File: src/rtl/command_frame_tx.sv
// Serial command-link frame transmitter: 16-bit command + N buffered 32-bit words, one byte per clock.
// Optional trailing checksum byte enabled by defining COMMAND_FRAME_CSUM_EN.
module command_frame_tx #(
  parameter real TCQ            = 0.1,
  parameter int  FIFO_DEPTH     = 16,
  parameter int  WORD_NUM_WIDTH = 5
) (
  input  logic                      clk_sys_i,
  input  logic                      rst_i,
  input  logic                      tx_req_i,
  input  logic [15:0]               tx_cmd_i,
  input  logic [WORD_NUM_WIDTH-1:0] tx_word_num_i,
  output logic                      tx_busy_o,
  input  logic                      tx_data_vld_i,
  input  logic [31:0]               tx_data_i,
  output logic                      tx_data_rdy_o,
  input  logic                      slave_tx_rdy_i,
  output logic                      slave_tx_data_vld_o,
  output logic [7:0]                slave_tx_data_o,
  output logic                      tx_done_o,
  output logic                      tx_err_o
);

  localparam int PTR_W = $clog2(FIFO_DEPTH);
  localparam int CNT_W = PTR_W + 1;

  // Reject configurations the pointer arithmetic and word-count field cannot represent.
  if ((FIFO_DEPTH < 2) || ((FIFO_DEPTH & (FIFO_DEPTH - 1)) != 0)) begin : g_bad_depth
    $error("command_frame_tx: FIFO_DEPTH must be a power of 2 and at least 2");
  end
  if ((1 << WORD_NUM_WIDTH) <= FIFO_DEPTH) begin : g_bad_num_width
    $error("command_frame_tx: 2**WORD_NUM_WIDTH must exceed FIFO_DEPTH");
  end
  if (TCQ < 0.0) begin : g_bad_tcq
    $error("command_frame_tx: TCQ must be non-negative");
  end

  typedef enum logic [2:0] {
    IDLE,
    WAIT,
    CMD_H,
    CMD_L,
    DATA,
`ifdef COMMAND_FRAME_CSUM_EN
    CSUM,
`endif
    GAP
  } state_t;

`ifdef COMMAND_FRAME_CSUM_EN
  localparam state_t TAIL = CSUM;
`else
  localparam state_t TAIL = GAP;
`endif

  state_t state, state_nxt;

  logic [31:0]               mem [FIFO_DEPTH];
  logic [PTR_W-1:0]          wr_ptr, rd_ptr;
  logic [CNT_W-1:0]          fifo_count;
  logic                      push, pop;
  logic [31:0]               fifo_head;

  logic [15:0]               cmd_q;
  logic [WORD_NUM_WIDTH-1:0] num_q;
  logic [WORD_NUM_WIDTH-1:0] word_cnt;
  logic [1:0]                byte_idx;
  logic                      err_q;
  logic                      num_too_big;
  logic                      count_ok;
  logic                      last_word;
  logic                      vld;
  logic [7:0]                byte_out;
  logic                      done;
`ifdef COMMAND_FRAME_CSUM_EN
  logic [7:0]                csum_q;
`endif

  // ---------------------------------------------------------------- payload FIFO
  assign tx_data_rdy_o = (fifo_count != CNT_W'(FIFO_DEPTH));
  assign push          = tx_data_vld_i & tx_data_rdy_o;
  assign fifo_head     = mem[rd_ptr];

  // NOTE: the storage array has no reset; pointers and count define what is valid, and
  // leaving the array unreset lets it map onto RAM primitives.
  always_ff @(posedge clk_sys_i) begin
    if (push) mem[wr_ptr] <= tx_data_i;
  end

  // NOTE: every clocked block uses non-blocking assignments so all registers update from
  // pre-edge values regardless of block evaluation order.
  always_ff @(posedge clk_sys_i) begin
    if (rst_i) begin
      wr_ptr     <= '0;
      rd_ptr     <= '0;
      fifo_count <= '0;
    end else begin
      if (push) wr_ptr <= wr_ptr + PTR_W'(1);
      if (pop)  rd_ptr <= rd_ptr + PTR_W'(1);
      case ({push, pop})
        2'b10:   fifo_count <= fifo_count + CNT_W'(1);
        2'b01:   fifo_count <= fifo_count - CNT_W'(1);
        default: fifo_count <= fifo_count;
      endcase
    end
  end

  // ---------------------------------------------------------------- frame FSM
  assign num_too_big = (int'(tx_word_num_i) > FIFO_DEPTH);
  assign count_ok    = (int'(fifo_count) >= int'(num_q));
  assign last_word   = (word_cnt == num_q - WORD_NUM_WIDTH'(1));

  always_ff @(posedge clk_sys_i) begin
    if (rst_i) state <= IDLE;
    else       state <= state_nxt;
  end

  // NOTE: every output of this block is given a default first, so no path through the
  // case statement leaves a signal unassigned and no latch is inferred.
  always_comb begin
    state_nxt = state;
    pop       = 1'b0;
    vld       = 1'b0;
    byte_out  = 8'h00;
    done      = 1'b0;
    case (state)
      IDLE: begin
        if (tx_req_i && !num_too_big) state_nxt = WAIT;
      end
      WAIT: begin
        if (count_ok && slave_tx_rdy_i) state_nxt = CMD_H;
      end
      CMD_H: begin
        vld       = 1'b1;
        byte_out  = cmd_q[15:8];
        state_nxt = CMD_L;
      end
      CMD_L: begin
        vld       = 1'b1;
        byte_out  = cmd_q[7:0];
        state_nxt = (num_q != '0) ? DATA : TAIL;
      end
      DATA: begin
        vld = 1'b1;
        case (byte_idx)
          2'd0:    byte_out = fifo_head[31:24];
          2'd1:    byte_out = fifo_head[23:16];
          2'd2:    byte_out = fifo_head[15:8];
          default: byte_out = fifo_head[7:0];
        endcase
        if (byte_idx == 2'd3) begin
          pop = 1'b1;
          if (last_word) state_nxt = TAIL;
        end
      end
`ifdef COMMAND_FRAME_CSUM_EN
      CSUM: begin
        vld       = 1'b1;
        byte_out  = csum_q;
        state_nxt = GAP;
      end
`endif
      GAP: begin
        done      = 1'b1;
        state_nxt = IDLE;
      end
      default: state_nxt = IDLE;
    endcase
  end

  // Frame context and byte/word position counters.
  always_ff @(posedge clk_sys_i) begin
    if (rst_i) begin
      cmd_q    <= '0;
      num_q    <= '0;
      word_cnt <= '0;
      byte_idx <= '0;
      err_q    <= 1'b0;
    end else begin
      err_q <= (state == IDLE) && tx_req_i && num_too_big;
      if ((state == IDLE) && tx_req_i) begin
        cmd_q <= tx_cmd_i;
        num_q <= tx_word_num_i;
      end
      if (state == DATA) begin
        byte_idx <= byte_idx + 2'd1;
        if (byte_idx == 2'd3) word_cnt <= word_cnt + WORD_NUM_WIDTH'(1);
      end else begin
        byte_idx <= '0;
        word_cnt <= '0;
      end
    end
  end

`ifdef COMMAND_FRAME_CSUM_EN
  // Running byte sum restarted while waiting so it covers exactly the bytes of this frame.
  always_ff @(posedge clk_sys_i) begin
    if (rst_i)              csum_q <= '0;
    else if (state == WAIT) csum_q <= '0;
    else if (vld)           csum_q <= csum_q + byte_out;
  end
`endif

  assign tx_busy_o           = (state != IDLE);
  assign slave_tx_data_vld_o = vld;
  assign slave_tx_data_o     = byte_out;
  assign tx_done_o           = done;
  assign tx_err_o            = err_q;

endmodule

File: config.mk
export PLATFORM = sky130hd
export DESIGN_NAME = command_frame_tx
export DESIGN_NICKNAME = d
export VERILOG_FILES = /design/src/rtl/command_frame_tx.sv
export SDC_FILE = /design/constraint.sdc
export NUM_CORES = 1
export LEC_CHECK = 0
export CAP_MARGIN = 30
export CORE_MARGIN = 5
export CORE_UTILIZATION = 35
export DETAILED_ROUTE_END_ITERATION = 16
export HOLD_SLACK_MARGIN = 0.1
export PLACE_DENSITY = 0.59
export SLEW_MARGIN = 20
export SYNTH_ARGS = -nofsm -noshare
export SYNTH_HDL_FRONTEND = slang
export SYNTH_SLANG_ARGS = --single-unit
File: constraint.sdc
create_clock -name clk_sys_i -period 7.2 [get_ports clk_sys_i]
set_input_delay 0.72 -clock clk_sys_i [delete_from_list [all_inputs] [get_ports clk_sys_i]]
set_output_delay 0.72 -clock clk_sys_i [all_outputs]
set_load 0.005 [all_outputs]
# After elaboration in Yosys (flattened, before gate mapping)
# Memories as Yosys holds them, arrays and structs flattened. A register that Yosys moved wholly into a read port is not among the register bits.
# Index checks and enable logic that the tools add are counted.
[classes]
n_lt_le_gt_ge = 2
reduce_logical = 13
shift = 0
mux = 17
eq_ne = 16
multipliers = 0
add_sub_neg = 7
n_div = 0
bitwise_logic = 2
[op_table]
columns = ["cell", "n"]
rows = [
  ["$pmux 8 s3", 2],
  ["$pmux 3 s5", 1],
  ["$mux 3", 4],
  ["$add 5x1->5 const B", 2],
  ["$pmux 5 s2", 1],
  ["$sub 5x1->5 const B", 2],
  ["$add 4x1->4 const B", 2],
  ["$mux 4", 2],
  ["$ne 2x2->1 const B", 4],
  ["$mux 1", 7],
  ["$eq 2x2->1 const B", 3],
  ["$eq 3x2->1 const B", 2],
  ["$eq 3x3->1 const B", 2],
  ["$eq 5x5->1", 1],
  ["$ge 5x5->1", 1],
  ["$gt 5x5->1 const B", 1],
  ["$ne 5x5->1 const B", 1],
  ["$reduce_bool 5->1", 1],
  ["$eq 2x1->1 const B", 2],
  ["$logic_and 1x1->1", 4],
  ["$reduce_and 4->1", 1],
  ["$eq 3x1->1 const B", 1],
  ["$logic_not 3->1", 1],
  ["$reduce_bool 3->1", 1],
  ["other kinds (8)", 8],
]
[totals]
wordCells = 67
in_bits = 58
n_memories = 1
mem_bits_rw = 512
ff_bits = 45
latchBits = 0
out_inout_bits = 13
mem_bits_ro = 0
[mem_list]
columns = ["name", "words", "width", "read_ports", "rd_clocked_by_memory_dff", "write_ports", "line_no", "rtl"]
rows = [
  ["mem", 16, 32, 1, 1, 1, "58", "logic [31:0] mem [FIFO_DEPTH];"],
]

# Longest topological paths before layout
# Gate-level depths: netlist (run 1).
[depth]
word_depth = 5
mapped_depth = 14
ltp_nobuf = 13

# Worst setup path after synthesis (run 1)
# Ideal clock, no wire load.
[synth_timing]
path_type = "input to register"
startpoint = "in tx_data_vld_i"
endpoint = "mem mem[3][0] (enable)"
n_path_buf = 1
arrival_ns = 3.473
stages = 4
setup_slack_ns = 3.266
setup_time_ns = 0.461
required_time_ns = 6.739
cell_sequence = "and2_1 -> clkbuf_1 -> nand2_1 -> nor3_1"
[synth_via]
elab_chain_len = 3
[synth_lines]
columns = ["item", "line_no", "rtl"]
rows = [
  ["start: declaration", "14", "input logic tx_data_vld_i,"],
  ["$and 1x1->1", "81", "assign push = tx_data_vld_i & tx_data_rdy_o;"],
  ["$mux 1", "87", "if (push) mem[wr_ptr] <= tx_data_i;"],
  ["$mux 1 (not written as such)", "87", ""],
  ["end: declaration", "58", ""],
]
# No other way between the ends.

==> metrics.csv, run 1 <==
stage,metric,value,unit
critical_path,crit_path_top_delay_cell,dfxtp_4,
clock_network,numCtsBuffers,55,
sta,fin_skew,20.87,ps
cells_and_area,drive_above_1_share,0.1373,
cells_and_area,finalNonFillerCells,2253,
critical_path,worstSetupStartpointType,flop,
sta,worst_pin_slew,821.7,ps
detailed_routing,dr_total_vias,11780,
critical_path,required,6480,ps
grt,grt_pass1_wl,79.43,mm
clock_network,cts_tree,done,
synth,ys_seq_area_frac,0.7333,
floorplan,die_height,262.4,um
synth,synth_edf_count,512,
sta,slew_headroom,0.4464,
clock_network,htree_levels,2,
sta,clock.fmax,201.7,MHz
clock_network,clk_pin_slew_worst_paths,60,ps
critical_path,r2r-end,fifo_count[4],
synth,yosysMostFrequentCell,edfxtp_1,
clock_network,cts.sinks,561,
grt,grt_max_degree,78,
power,total_power,6.647,mW
sta,finalMaxSlewViolations,0,
critical_path,end_kind,output pin,
floorplan,die_area,0.06887,sq mm
floorplan,ios,71,
critical_path,cp_top_family,buffers and inverters,
power,power.leakage,7.844,nW
critical_path,crit_path_max_incr_delay,850,ps
critical_path,path_max_fanout,77,
synth,ys.flop_type,edfxtp_1,
run_status,outcome,"complete, no violations",
synth,synthArstFlopShare,0,
synth,syn_avg_cell_area,17.48,sq um
detailed_routing,drtAntennaViolNets,0,
job,cap_violations,0,
grt,antenna_found_initial,2,
power,power.density,258.1,mW/mm^2
clock_network,cts_setup_buffers,0,
critical_path,path_cells,buf_12 -> mux4_2 -> mux2i_1 -> nor2_1 -> o41ai_1 -> o21ai_1 -> clkdlybuf4s50_1,
hold_path,whs_endpoint,cmd_q[6],
sta,fin_crit,4958,ps
critical_path,cp.arrival,4240,ps
sta,rsz0062_at_grt,false,
clock_network,ctsHoldBuffers,0,
synth,netlist_area,0.02230,sq mm
floorplan,fp.coreArea,0.06308,sq mm
grt,grt_overflow,0,
hold_path,min_from,cmd_q[6],
detailed_routing,drt_iter0_drc,1084,
floorplan,rows,92,
cells_and_area,area_growth,15.45,%
detailed_routing,wl_per_cell,23.95,um
sta,final_hold_viol_count,0,
synth,yosys.area.top_type_share,0.6893,
clock_network,worst_skew_pair.late_latency,620,ps
sta,fin_hold_ws,459.9,ps
sta,tns,0,ps
place,dp.final_hpwl,29.43,mm
synth,ys_ff_latch,561,
sta,finalSetupViolCount,0,
power,vdd_drop_max,0.1832,mV
detailed_routing,first_pass_iters,5,
clock_network,cts_root_buf,clkbuf_16,
synth,yosysTopAreaCell,edfxtp_1,
floorplan,die_x,262.4,um
clock_network,cts_resized,0,
cells_and_area,layout.nets,1444,
floorplan,initial_core_util,0.3536,
hold_path,whs_path_depth,2,
detailed_routing,routed_via_density,5.227,
hold_path,min_path_type,flop to flop,
critical_path,reg2reg_depth,13,
synth,ys_warn_count,0,
sta,final.period_utilization,0.6886,
cells_and_area,post-route-util,0.4082,
clock_network,cts.path.max_buffers,3,
detailed_routing,drcViolationCount,0,
synth,syn_inst,1276,
critical_path,crit_type,flop to output pin,
grt,grt_use_total,0.1521,
detailed_routing,wirelength,53.96,mm
synth,synthTopCellsByCount,"512 x edfxtp_1, 141 x mux2i_1, 76 x nand2_1",
synth,synth.net_count,1356,
place,place_inst,2153,
critical_path,path_buf_inv,2,
critical_path,r2r_slack,4300,ps
critical_path,timing.rr.start,fifo_count[0],
synth,synthTopCellsByArea,"edfxtp_1 69%, mux2i_1 6.3%, mux4_2 6.0%, dfxtp_1 4.4%, a22oi_1 1.4%",
place,portBuffers,70,
synth,netlist-cell-type-count,51,
place,gp_congestion,0.7802,
grt,grt_pass1_vias,11890,
how the worst max path moves through the flow:
stage                  start            endpoint  cells past startpoint
3_3_place_gp            flop  slave_tx_data_o[0]                      7
6_report                flop  slave_tx_data_o[4]                      7
5_1_grt                 flop  slave_tx_data_o[0]                      9
2_1_floorplan  tx_data_vld_i           mem[3][0]                      4
3_5_place_dp            flop  slave_tx_data_o[0]                      9
4_1_cts                 flop  slave_tx_data_o[0]                      9
state kept, by name, indices dropped and copies added, names as in the netlist, named ones only:
name        cells
byte_idx        2
cmd_q          16
fifo_count      5
mem           512
num_q           5
rd_ptr          4
state           3
tx_err_o        1
word_cnt        5
wr_ptr          4
power by group:
group	leakage (nW)	total (mW)	internal, mW	switching, mW
registers	5.03	3.62	3.60	0.0220
clock network	0.859	2.82	1.61	1.21
logic	1.96	0.208	0.0773	0.130
total	7.84	6.65	5.29	1.36
metal layers:
metal  track usage  vias up  routed length [um]
li1              -     5213                   -
met1        0.2153     6082               23700
met2        0.2438      411               25400
met3       0.02902       70                3794
met4       0.03957        0                1062
met5             0        -                   0
worst register-to-register path, cell delays in order (launching register included):
cell and delay [ps]:
dfxtp_1 350, nor4_1 320, nand2_1 160, and2_1 310, inv_1 100, ha_1 220
inv_1 100, fa_1 380, nor2b_1 170, o21ai_0 120, and3_1 200, nor3_1 170
xnor2_1 140, nor2_1 50
metrics by stage:
| stage | instance area [sq um] | setup slack (ps) |
|---|---|---|
| floorplan | 22300 | 3266 |
| global placement | 23990 | 2876 |
| detailed placement | 23990 | 2859 |
| CTS | 25750 | 2186 |
| global route | 25750 | 2055 |
| finish | 25750 | 2242 |
layout by cell type (no fill, tap or decap), drive strengths merged, types with 31 or more instances in the layout:
cell	count
edfxtp	512
mux2i	141
nand2	76
clkdlybuf4s50	70
clkbuf	70
mux4	65
nor2	57
dfxtp	49
a21oi	48
a22oi	42
buf	31
cell families after synthesis:
group                    count (synthesis)  share of synthesized area
flip-flops                             561                     0.7333
AND/OR/NAND/NOR                        223                    0.04628
multiplexers                           209                     0.1314
AO/OA/AOI/OAI                          158                    0.04667
buffers and inverters                   86                    0.02294
adder cells (fa/ha/maj)                 22                    0.01268
XOR/XNOR                                17                   0.006676
cell type report:
cell class	count	area, sq um
well taps	846	1059
clock inverters	29	300.3
flip-flops and latches	561	16360
repair buffers	101	958.4
clock buffers	70	1454
multi-input cells	629	5554
fillers	5689	37330
diodes	1	2.502
inverters	16	60.06
No activity file was read; power rests on OpenSTA's default activity.
==> run 2, diff against run 1 <==
--- a/config.mk
+++ b/config.mk
@@ -10,7 +10,7 @@
 export CORE_UTILIZATION = 35
 export DETAILED_ROUTE_END_ITERATION = 16
 export HOLD_SLACK_MARGIN = 0.1
-export PLACE_DENSITY = 0.59
+export PLACE_DENSITY = 0.61
 export SLEW_MARGIN = 20
 export SYNTH_ARGS = -nofsm -noshare
 export SYNTH_HDL_FRONTEND = slang
==> constraint.sdc (replaced) <==
create_clock -name clk_sys_i -period 4.3 [get_ports clk_sys_i]
set_input_delay 0.43 -clock clk_sys_i [delete_from_list [all_inputs] [get_ports clk_sys_i]]
set_output_delay 0.43 -clock clk_sys_i [all_outputs]
set_load 0.005 [all_outputs]
==> metrics.csv, run 2 (same netlist as run 1, synthesis figures left out) <==
stage,metric,value,unit,change
run_status,outcome,"complete, no violations",,
power,power.leakage,8.050,nW,+2.6%
cells_and_area,final_area,0.02618,sq mm,+1.7%
sta,slew_headroom,0.3849,,-0.06150
floorplan,die_area,0.06887,sq mm,unchanged
critical_path,crit_type,flop to output pin,,
critical_path,required,3870,ps,-2610 ps
grt,grt_pass1_vias,12140,,+2.0%
sta,rsz0062_at_grt,false,,
cells_and_area,largest_reg_flops,512,,unchanged
clock_network,htree_levels,2,,unchanged
critical_path,cp.arrival,3650,ps,-590 ps
sta,final_hold_viol_count,0,,unchanged
clock_network,worst_skew_pair.late_latency,620,ps,about the same
cells_and_area,area_growth,17.37,%,
sta,final.period_utilization,0.9489,,
critical_path,worstSetupStartpointType,flop,,
clock_network,cts_resized,0,,unchanged
detailed_routing,dr_total_vias,12060,,+2.4%
sta,setup_slack,219.6,ps,-2022 ps
clock_network,numCtsBuffers,57,,+3.6%
clock_network,ctsHoldBuffers,0,,unchanged
place,dp.final_hpwl,32.92,mm,+12%
floorplan,ios,71,,unchanged
sta,clock.fmax,245.1,MHz,
grt,grt_max_degree,55,,-29%
cells_and_area,drive_above_1_share,0.1624,,+0.02512
hold_path,min_path_type,input port to flop,,
place,dp_slack,747.8,ps,-2111 ps
sta,finalSetupViolCount,0,,unchanged
cells_and_area,layout.nets,1477,,+2.3%
clock_network,clk_pin_slew_worst_paths,60,ps,about the same
sta,fin_crit,4080,ps,
detailed_routing,drcViolationCount,0,,unchanged
critical_path,end_kind,output pin,,
place,portBuffers,70,,unchanged
grt,grt_overflow,0,,unchanged
floorplan,die_x,262.4,um,unchanged
detailed_routing,wirelength,55.47,mm,+2.8%
grt,grt_use_total,0.1560,,+0.003979
floorplan,rows,92,,unchanged
place,placed_cell_area,0.02436,sq mm,+1.5%
clock_network,cts_setup_buffers,0,,unchanged
detailed_routing,first_pass_iters,5,,unchanged
cells_and_area,mostFrequentLayoutCells,"512 x edfxtp_1, 141 x mux2i_1, 76 x nand2_1, 70 x clkdlybuf4s50_1, 59 x mux4_2",,
floorplan,fp.coreArea,0.06308,sq mm,unchanged
sta,tns,0,ps,unchanged
critical_path,crit_path_top_delay_cell,a2111oi_0,,
detailed_routing,drt_iter0_drc,1320,,+22%
power,vdd_drop_max,0.3578,mV,+95%
detailed_routing,drtAntennaViolNets,0,,unchanged
detailed_routing,routed_via_density,5.265,,+0.73%
cells_and_area,regMostFlops,mem,,
critical_path,crit_path_max_incr_delay,700,ps,-150 ps
cells_and_area,reg_top3,"mem (512), cmd_q (16)",,
sta,fin_skew,19.44,ps,-1.425 ps
detailed_routing,wl_per_cell,24.22,um,+1.1%
floorplan,initial_core_util,0.3536,,unchanged
power,power.density,426.1,mW/mm^2,+65%
critical_path,path_max_fanout,5,,-94%
critical_path,path_cells,inv_1 -> ha_1 -> nand2_1 -> buf_4 -> a2111oi_0 -> nor4_1 -> a31oi_1 -> clkdlybuf4s50_1,,
sta,finalMaxSlewViolations,0,,unchanged
grt,antenna_found_initial,3,,+1
place,gp_congestion,0.7896,,+1.2%
job,cap_violations,0,,unchanged
clock_network,cts.sinks,561,,unchanged
clock_network,cts_tree,done,,
power,total_power,11.16,mW,+68%
cells_and_area,final_common_cell,edfxtp_1,,
clock_network,cts.path.max_buffers,3,,unchanged
grt,grt_pass1_wl,81.58,mm,+2.7%
cells_and_area,post-route-util,0.4150,,+0.006803
sta,worst_pin_slew,920.5,ps,+98.75 ps
clock_network,cts_root_buf,clkbuf_16,,
floorplan,die_height,262.4,um,unchanged
-- run 2: area by class of cell --
cell class / count / area (sq um)
Antenna cell: 3 / 7.507
Clock inverter: 42 / 350.3
Sequential cell: 561 / 16360
Fill cell: 5670 / 36900
Tap cell: 846 / 1059
Inverter: 16 / 60.06
Clock buffer: 61 / 1441
Multi-Input combinational cell: 629 / 5554
Timing Repair Buffer: 132 / 1345
-- run 2: final timing paths --
path	startpoint	to	slack [ps]	depth (start not counted)
worst max-delay path	byte_idx[0]	slave_tx_data_o[3]	220	8
worst min-delay path	tx_cmd_i[0]	cmd_q[0]	370	3
worst max register to register	fifo_count[0]	fifo_count[4]	1320	13
worst min register to register	cmd_q[12]	cmd_q[12]	460	2
-- run 2: metal layers --
metal	vias to the layer above	routed length, um	track usage
met2	433	25370	0.2398
met1	6254	24770	0.2266
met5	-	0	0
li1	5299	-	-
met3	71	4245	0.03895
met4	0	1081	0.03491
-- run 2: power breakdown --
group / switching, mW / leakage [nW] / total [mW] / internal, mW
Sequential: 0.0309 / 5.03 / 6.06 / 6.03
Clock: 2.10 / 0.871 / 4.73 / 2.63
Combinational: 0.233 / 2.15 / 0.367 / 0.134
Total: 2.36 / 8.05 / 11.2 / 8.79
-- run 2: worst max-delay path: cells and delay by family (launching register included) --
| family | cells | cell delay, ps |
|---|---|---|
| buffers and inverters | 3 | 960 |
| AND/OR/NAND/NOR | 2 | 380 |
| flip-flops | 1 | 350 |
| AO/OA/AOI/OAI | 2 | 1070 |
| adder cells (fa/ha/maj) | 1 | 260 |
-- run 2: stage by stage --
stage,hold slack [ps],std cells
2_1_floorplan,435.7,1276
3_3_place_gp,444.5,2182
3_5_place_dp,450.0,2183
4_1_cts,334.1,2286
5_1_grt,360.2,2287
6_report,371.2,2290
==> run 3, diff against run 2 <==
--- a/config.mk
+++ b/config.mk
@@ -10,7 +10,7 @@
 export CORE_UTILIZATION = 35
 export DETAILED_ROUTE_END_ITERATION = 16
 export HOLD_SLACK_MARGIN = 0.1
-export PLACE_DENSITY = 0.61
+export PLACE_DENSITY = 0.6
 export SLEW_MARGIN = 20
 export SYNTH_ARGS = -nofsm -noshare
 export SYNTH_HDL_FRONTEND = slang
==> metrics.csv, run 3 (same netlist as run 1, synthesis figures left out) <==
stage,metric,value,unit,change
sta,finalMaxSlewViolations,0,,unchanged
clock_network,worst_skew_pair.late_latency,610,ps,about the same
clock_network,cts.sinks,561,,unchanged
place,dp_slack,364.3,ps,-383.5 ps
critical_path,worstSetupStartpointType,flop,,
grt,grt_pass1_vias,12250,,+0.93%
sta,final.period_utilization,0.9750,,+0.02611
detailed_routing,drt_iter0_drc,1246,,-5.6%
power,p_sw_frac,0.2074,,-0.004507
power,vdd_drop_max,0.2644,mV,-26%
power,p_int,8.869,mW,+0.88%
cells_and_area,area_growth,16.60,%,
sta,fin_skew,17.25,ps,-2.197 ps
sta,tns,0,ps,unchanged
critical_path,path_max_fanout,24,,+19
floorplan,die_x,262.4,um,unchanged
floorplan,ios,71,,unchanged
power,power.leakage,7.986,nW,-0.79%
grt,grt_use_total,0.1574,,+0.001363
detailed_routing,drtAntennaViolNets,0,,unchanged
floorplan,die_area,0.06887,sq mm,unchanged
floorplan,die_height,262.4,um,unchanged
critical_path,crit_path_max_incr_delay,800,ps,+100 ps
cells_and_area,layout.nets,1468,,-0.61%
critical_path,crit_path_top_delay_cell,nor2b_4,,
sta,clock.fmax,238.5,MHz,-2.7%
critical_path,cp_top_family,simple AND/OR/NAND/NOR gates,,
cells_and_area,regMostFlops,mem,,
run_status,outcome,"complete, no violations",,
critical_path,cp.arrival,3760,ps,+110 ps
clock_network,cts_root_buf,clkbuf_16,,
grt,antenna_found_initial,4,,+1
floorplan,fp.coreArea,0.06308,sq mm,unchanged
sta,worst_pin_slew,918.1,ps,-2.358 ps
cells_and_area,mostFrequentLayoutCells,"512 x edfxtp_1, 141 x mux2i_1, 76 x nand2_1, 70 x clkdlybuf4s50_1, 59 x mux4_2",,
clock_network,numCtsBuffers,57,,unchanged
power,combPwrFrac,0.032,,about the same
detailed_routing,wl_per_cell,24.47,um,+0.99%
clock_network,htree_levels,2,,unchanged
detailed_routing,wirelength,55.85,mm,+0.69%
power,power.density,430.3,mW/mm^2,+0.97%
place,dp.final_hpwl,32.66,mm,-0.80%
sta,fin_crit,4193,ps,+112.3 ps
job,cap_violations,0,,unchanged
sta,final_hold_viol_count,0,,unchanged
hold_path,min_path_type,input port to flop,,
detailed_routing,first_pass_iters,5,,unchanged
clock_network,cts.path.max_buffers,3,,unchanged
power,pwr-share-seq,0.542,,about the same
power,clockPowerShare,0.426,,+0.002
sta,slew_headroom,0.3721,,-0.01280
place,portBuffers,70,,unchanged
critical_path,path_buf_inv,1,,-2
critical_path,path_cells,nor2b_4 -> a22oi_1 -> nand3_1 -> nand4_1 -> o41ai_1 -> o21ai_1 -> clkdlybuf4s50_1,,
place,gp_congestion,0.7638,,-3.3%
power,netSwitchingPower,2.321,mW,-1.8%
sta,finalSetupViolCount,0,,unchanged
critical_path,end_kind,output pin,,
cells_and_area,largest_reg_flops,512,,unchanged
clock_network,ctsHoldBuffers,0,,unchanged
cells_and_area,drive_above_1_share,0.1554,,-0.006987
grt,grt_pass1_wl,82.02,mm,+0.54%
critical_path,crit_type,flop to output pin,,
sta,rsz0062_at_grt,false,,
detailed_routing,routed_via_density,5.252,,-0.24%
clock_network,cts_tree,done,,
detailed_routing,dr_total_vias,11990,,-0.55%
cells_and_area,reg_top3,"mem (512), cmd_q (16)",,
cells_and_area,final_common_cell,edfxtp_1,,
sta,setup_slack,107.3,ps,-112.3 ps
critical_path,required,3870,ps,about the same
floorplan,rows,92,,unchanged
detailed_routing,drcViolationCount,0,,unchanged
clock_network,clk_pin_slew_worst_paths,70,ps,about the same
floorplan,initial_core_util,0.3536,,unchanged
grt,grt_overflow,0,,unchanged
grt,grt_max_degree,41,,-25%
[run 3: final timing paths]
kind	start	end	slack, ps	cells after the start
setup / recovery	flop	slave_tx_data_o[4]	110	7
hold / removal	tx_cmd_i[4]	cmd_q[4]	380	3
setup reg to reg	fifo_count[1]	fifo_count[4]	1300	13
hold reg to reg	cmd_q[0]	cmd_q[0]	460	2
[run 3: timing repair]
item / 4_1_cts / 5_1_grt
setup endpoints to repair: 1 / 4
resized for setup: 2 / 2
setup buffers: 0 / 1
[run 3: stage by stage]
stage | cell area, sq um | total power, mW | cells | utilization | hold slack [ps]
floorplan | 22300 | 6.335 | 1276 | - | 435.7
global placement | 24180 | 6.529 | 2174 | 0.3833 | 441.9
detailed placement | 24180 | 6.544 | 2174 | 0.3833 | 449.9
CTS | 25980 | 11.30 | 2280 | 0.4118 | 342.0
global route | 26000 | 11.56 | 2281 | 0.4122 | 360.4
finish | 26010 | 11.19 | 2283 | 0.4123 | 378.9
[run 3: tightest hold or removal path, stage by stage]
cell and delay, ps:
clkdlybuf4s50_1 400, nand2_1 60, a21oi_1 50
[run 3: final cells by class]
| type | instances | area, sq um |
|---|---|---|
| flip-flops and latches | 561 | 16360 |
| inverters | 16 | 60.06 |
| repair buffers | 123 | 1161 |
| diodes | 2 | 5.005 |
| clock buffers | 66 | 1481 |
| clock inverters | 40 | 311.5 |
| fillers | 5681 | 37070 |
| well taps | 846 | 1059 |
| multi-input cells | 629 | 5568 |
[run 3: power groups by stage]
stage               clock network [mW]  registers (mW)  logic (mW)
CTS                               4.87            6.06       0.368
finish                            4.76            6.06       0.363
global placement                     0            6.17       0.355
global route                      5.10            6.07       0.399
detailed placement                   0            6.18       0.366
floorplan                            0            6.17       0.163
[run 3: routing by layer]
metal / track usage / wire length (um)
met1: 0.2262 / 24650
met2: 0.2468 / 25870
met3: 0.03146 / 4074
met4: 0.04226 / 1251
met5: 0 / 10
